`config.mk`:
```
export PLATFORM = sky130hd
export DESIGN_NAME = aes_req_sched
export DESIGN_NICKNAME = d
export VERILOG_FILES = /design/src/rtl/aes_sched_pkg.sv /design/src/rtl/rr_arbiter.sv /design/src/rtl/aes_req_sched.sv
export SDC_FILE = /design/constraint.sdc
export NUM_CORES = 1
export LEC_CHECK = 0
export BUFFER_PORTS_ARGS = -buffer_cell sky130_fd_sc_hd__buf_2
export CAP_MARGIN = 20
export CORE_AREA = 8 8 593 595
export DETAILED_ROUTE_END_ITERATION = 10
export DIE_AREA = 0 0 601 603
export SLEW_MARGIN = 30
export SYNTH_ARGS = -nofsm -noshare
export SYNTH_HDL_FRONTEND = slang
export SYNTH_SLANG_ARGS = --single-unit
```
`constraint.sdc`:
```
create_clock -name clk -period 6.2 [get_ports clk]
set_input_delay 0.62 -clock clk [delete_from_list [all_inputs] [get_ports clk]]
set_output_delay 0.62 -clock clk [all_outputs]
set_load 0.02 [all_outputs]
```
`src/rtl/aes_sched_pkg.sv`:
```
// Shared types and helpers for the AES request scheduler.
package aes_sched_pkg;

    localparam int AES_W        = 128;
    localparam int DEF_CORE_LAT = 20;
    localparam int MAX_NREQ     = 8;
    localparam int ID_W         = 3;

    // One entry of the in-flight tag pipe
    typedef struct packed {
        logic            valid;
        logic [ID_W-1:0] id;
    } tag_t;

    // Result of a round-robin search
    typedef struct packed {
        logic            found;
        logic [ID_W-1:0] idx;
    } rr_pick_t;

    // Search last+1, last+2, ... (wrapping) for the first valid requester.
    // Unused upper bits of 'valid' must be zero, which makes the modulo-8
    // walk visit the real requesters in the same order as a modulo-NREQ walk.
    function automatic rr_pick_t rr_pick(input logic [MAX_NREQ-1:0] valid,
                                         input logic [ID_W-1:0]     last);
        rr_pick_t        pick;
        logic [ID_W-1:0] cand;
        pick = '0;
        for (int k = 1; k <= MAX_NREQ; k++) begin
            cand = last + ID_W'(k);
            if (!pick.found && valid[cand]) begin
                pick.found = 1'b1;
                pick.idx   = cand;
            end
        end
        return pick;
    endfunction

endpackage

```
`src/rtl/rr_arbiter.sv`:
```
// Round-robin arbiter with a registered 'last granted' pointer.
module rr_arbiter
    import aes_sched_pkg::*;
#(
    parameter int NREQ = 4
) (
    input  logic            clk,
    input  logic            rst,
    input  logic            en,
    input  logic [NREQ-1:0] req_valid,
    output logic [NREQ-1:0] grant,
    output logic [ID_W-1:0] grant_id,
    output logic            transfer
);

    logic [ID_W-1:0]     last_q;
    logic [ID_W-1:0]     last_d;
    logic [MAX_NREQ-1:0] valid_pad;
    rr_pick_t            pick;

    // Pick the next valid requester after 'last'; nothing is granted while disabled or in reset
    always_comb begin
        valid_pad           = '0;
        valid_pad[NREQ-1:0] = req_valid & {NREQ{en}};
        pick                = rr_pick(valid_pad, last_q);
        transfer            = pick.found & rst;
        grant_id            = pick.idx;
        grant               = '0;
        for (int i = 0; i < NREQ; i++) begin
            grant[i] = transfer && (pick.idx == ID_W'(i));
        end
        last_d = transfer ? pick.idx : last_q;
    end

    // Pointer register; starts at the top index so requester 0 wins first
    always_ff @(posedge clk or negedge rst) begin
        if (!rst) begin
            last_q <= ID_W'(NREQ - 1);
        end else begin
            last_q <= last_d;
        end
    end

endmodule

```
`src/rtl/aes_req_sched.sv`:
```
// Shares one pipelined AES-128 core among NREQ requesters and routes each
// ciphertext back to its owner using a tag pipe matched to the core latency.
module aes_req_sched
    import aes_sched_pkg::*;
#(
    parameter  int NREQ     = 4,
    parameter  int CORE_LAT = DEF_CORE_LAT,
    localparam int CNT_W    = $clog2(CORE_LAT + 2) + 1
) (
    input  logic                  clk,
    input  logic                  rst,
    input  logic                  en,
    input  logic [NREQ-1:0]       req_valid,
    output logic [NREQ-1:0]       req_ready,
    input  logic [NREQ*AES_W-1:0] req_state,
    input  logic [NREQ*AES_W-1:0] req_key,
    output logic [AES_W-1:0]      core_state,
    output logic [AES_W-1:0]      core_key,
    input  logic [AES_W-1:0]      core_out,
    output logic [NREQ-1:0]       rsp_valid,
    output logic [AES_W-1:0]      rsp_data,
    output logic [CNT_W-1:0]      inflight
);

    logic [ID_W-1:0]  grant_id;
    logic             transfer;
    logic             retire;

    logic [AES_W-1:0] core_state_q;
    logic [AES_W-1:0] core_state_d;
    logic [AES_W-1:0] core_key_q;
    logic [AES_W-1:0] core_key_d;
    tag_t             tag_q [CORE_LAT+1];
    tag_t             tag_d [CORE_LAT+1];
    logic [CNT_W-1:0] inflight_q;
    logic [CNT_W-1:0] inflight_d;

    rr_arbiter #(
        .NREQ (NREQ)
    ) u_arb (
        .clk       (clk),
        .rst       (rst),
        .en        (en),
        .req_valid (req_valid),
        .grant     (req_ready),
        .grant_id  (grant_id),
        .transfer  (transfer)
    );

    // Load the winner's block into the core inputs; hold them on idle cycles
    always_comb begin
        core_state_d = core_state_q;
        core_key_d   = core_key_q;
        for (int i = 0; i < NREQ; i++) begin
            if (transfer && (grant_id == ID_W'(i))) begin
                core_state_d = req_state[i*AES_W +: AES_W];
                core_key_d   = req_key[i*AES_W +: AES_W];
            end
        end
    end

    // Advance the tag pipe every edge and keep accepted-minus-retired count
    always_comb begin
        tag_d[0] = {transfer, grant_id};
        for (int k = 1; k <= CORE_LAT; k++) begin
            tag_d[k] = tag_q[k-1];
        end
        retire     = tag_q[CORE_LAT].valid;
        inflight_d = inflight_q + CNT_W'(transfer) - CNT_W'(retire);
    end

    // Decode the oldest tag into the one-hot response owner
    always_comb begin
        rsp_valid = '0;
        for (int i = 0; i < NREQ; i++) begin
            rsp_valid[i] = tag_q[CORE_LAT].valid && (tag_q[CORE_LAT].id == ID_W'(i));
        end
    end

    // State registers; reset discards everything in flight
    always_ff @(posedge clk or negedge rst) begin
        if (!rst) begin
            core_state_q <= '0;
            core_key_q   <= '0;
            inflight_q   <= '0;
            for (int k = 0; k <= CORE_LAT; k++) begin
                tag_q[k] <= '0;
            end
        end else begin
            core_state_q <= core_state_d;
            core_key_q   <= core_key_d;
            inflight_q   <= inflight_d;
            for (int k = 0; k <= CORE_LAT; k++) begin
                tag_q[k] <= tag_d[k];
            end
        end
    end

    assign core_state = core_state_q;
    assign core_key   = core_key_q;
    assign inflight   = inflight_q;
    assign rsp_data   = core_out;

endmodule

```
==> impl_metrics.py <==
metrics = {
    "grt": {
        "grt_pass1_vias": 26392,
        "antenna_found_initial": 461,
        "grt_max_degree": 177,
        "grt_pass1_wl_um": 392800,
        "track_usage_pct": 17.40,
        "overflow": 0,
    },
    "logic_synthesis": {
        "syn_area_um2": 24520,
        "synth_cell_types": 51,
        "synth.most_common_cell": "mux2i_1",
        "synth_edf_count": 0,
        "synth_flop_cell": "dfrtp_1",
        "post-synth-top-area-cell": "dfrtp_1",
        "synth-warning-count": 0,
        "postSynthNetCount": 3602,
        "ys_seq_area_share_pct": 35.63,
        "async_flop_share_pct": 100.0,
        "syn_inst": 2434,
        "synthTopCellsByArea": "dfrtp_1 (35%), mux2i_1 (21%), nor4b_1 (18%), o211ai_1 (7.9%), buf_4 (4.1%)",
        "synth_top_area_share_pct": 35.42,
        "synthTopCellsByCount": "mux2i_1 (517), nor4b_1 (513), dfrtp_1 (347), nand2_1 (266), o211ai_1 (257)",
        "syn_area_per_cell_um2": 10.07,
        "ys_seq_elements": 349,
    },
    "place": {
        "hpwl_um": 294400,
        "place_congestion": 0.9530,
        "dpl_cell_area_um2": 35230,
        "numPortBuffers": 1300,
    },
    "die": {
        "design.die.area_um2": 362400,
        "pin_count": 1557,
        "rows": 215,
        "core_area_um2": 341900,
        "start_util_pct": 7.171,
        "die_h_um": 603,
        "die_x_um": 601,
    },
    "timing": {
        "min_period_ps": 5588,
        "setup_viol": 0,
        "worst_slew_pin_slew_ps": 1158,
        "max_freq_mhz": 178.9,
        "rsz0062_at_grt": "false",
        "finalHoldViolations": 0,
        "drv_slew": 0,
        "tns_ps": 0,
        "period_share_pct": 90.13,
        "slew_headroom_pct": 22.79,
        "skew_ps": 44.29,
    },
    "hold_path": {
        "hold_class": "in -> reg",
        "worstHoldEndpoint": "core_key[103]",
        "hold_path_startpoint": "req_key[103]",
        "worstHoldPathCells": 3,
    },
    "cells_and_area": {
        "nets": 4612,
        "syn_to_final_growth_pct": 53.84,
        "utilization_pct": 11.03,
        "fillers": 39518,
        "seq_area_um2": 8736,
        "drive_above_1_share_pct": 42.44,
        "multi_input_area_um2": 13360,
        "fin_area_um2": 37720,
    },
    "cts": {
        "post_cts_resized": 0,
        "cts_tree": "done",
        "clock_path_buffers": 3,
        "cts_root_buffer": "clkbuf_16",
        "cts_setup_buffers": 0,
        "cts_sinks": 349,
        "postCtsHoldBufs": 1,
        "clk_pin_slew_ps": 70,
        "cts_buffers": 55,
        "clock_latency_ps": 750,
        "htreeDepth": 2,
    },
    "detailed_routing": {
        "vias": 28567,
        "first_iter_violations": 3368,
        "drt_pass1_iterations": 5,
        "wl_um": 332200,
        "vias_per_cell": 3.466,
        "wire_per_inst_um": 40.31,
        "drc": 0,
        "detail-route-antenna-nets": 0,
    },
    "power": {
        "p_leak_nw": 15.65,
        "p_per_area_nw_per_um2": 608.7,
        "ir_worst_vdd_mv": 0.8963,
    },
    "critical_path": {
        "cp.arrival_ps": 4970,
        "endpoint_kind": "primary output",
        "critPathBufInv": 4,
        "cp_max_fo": 37,
        "r2r-start": "u_arb.last_q[0]",
        "worstSetupPathType": "reg -> out",
        "rrSetupSlack_ps": 1140,
        "critPathMaxStageDelay_ps": 690,
        "crit_required_ps": 5580,
        "start_kind": "register",
        "crit_slowest_cell": "dfstp_2",
        "worstPathCellList": "inv_1, ha_1, mux2i_1, o22ai_1, nand2_1, a31o_2, a21oi_1, o32a_2, buf_12, buf_4, nor2_1, buf_2",
        "reg2reg_depth": 13,
        "r2r-end": "core_state[111]",
        "cp_top_family": "compound AO/OA/AOI/OAI gates",
    },
    "job": {
        "maxCapViolCount": 0,
    },
    "run_status": {
        "status": "finished clean",
    },
}
[cell type report]
type	instances	share of cell area (%)
Multi-Input combinational cell	1651	35.41
Sequential cell	349	23.16
Timing Repair Buffer	1370	19.57
Tap cell	4557	15.12
Clock buffer	67	3.984
Antenna cell	199	1.320
Clock inverter	31	1.191
Inverter	17	0.2389
[power breakdown]
group | switching, mW | total (mW) | internal [mW]
clock network | 1.51 | 3.58 | 2.07
logic | 10.3 | 15.4 | 5.09
registers | 0.564 | 3.95 | 3.38
total | 12.4 | 23.0 | 10.5
[per-stage QoR]
stage	setup WS [ps]	power (mW)	cells	hold WS, ps
2_1_floorplan	1989	14.01	2434	324.4
3_3_place_gp	187.0	19.47	7940	331.3
3_5_place_dp	1223	19.57	7942	334.7
4_1_cts	484.3	23.32	8041	61.57
5_1_grt	337.0	24.13	8079	119.2
6_report	611.8	22.96	8241	194.6
[registers in the layout (all words and copies together) (netlist names)]
| name | cells |
|---|---|
| core_key | 128 |
| core_state | 128 |
| tag_d | 80 |
| inflight | 6 |
| tag_q | 3 |
| u_arb.last_q | 3 |
| retire | 1 |
[placed cells by master (no fill, tap or decap), drive strengths merged, types with 8 or more instances in the layout]
cell type / n
ha: 8
a21oi: 10
nor2: 13
mux2i: 519
clkbuf: 67
o211ai: 257
o21ai: 11
diode: 199
clkinv: 15
dfrtp: 347
inv: 21
bufinv: 8
buf: 1369
nand2: 266
nor4b: 513
[per-layer routing]
metal	global-route usage (%)	part of all wire (%)	vias up
li1	-	-	11427
met1	16.55	33	13583
met2	29.33	46	2302
met3	12.09	15	1025
met4	6.807	5.9	230
met5	0	0.47	-
[how the worst max path moves through the flow]
| stage | start | endpoint | slack [ps] | depth (start not counted) |
|---|---|---|---|---|
| after floorplan | u_arb.last_q[1] | inflight[4] | 1990 | 21 |
| after global placement | u_arb.last_q[0] | core_key[99] | 190 | 11 |
| after detailed placement | u_arb.last_q[0] | core_state[111] | 1220 | 13 |
| after CTS | u_arb.last_q[0] | req_ready[2] | 480 | 12 |
| after global routing | u_arb.last_q[0] | req_ready[2] | 340 | 12 |
| final | u_arb.last_q[0] | req_ready[3] | 610 | 12 |
[cells by family after synthesis]
logic type	count (synthesis)	share of synthesized area [%]
compound gates	299	9.002
buf+inv	434	10.12
fa+ha+maj	9	0.4899
mux	520	21.27
xor+xnor	9	0.3215
flops	349	35.63
other cells	1	0.01530
simple gates	813	23.15
[worst register-to-register path: stages, from the launching register on]
cell and delay [ps]:
dfstp_2 690, inv_1 160, ha_1 480, nand2_1 170
o22ai_1 440, a211oi_1 140, o22a_1 220, o32a_1 350
o32a_2 310, clkinv_16 340, buf_12 570, buf_4 670
mux2i_1 270, o211ai_1 100
(Power assumes the default switching activity.)
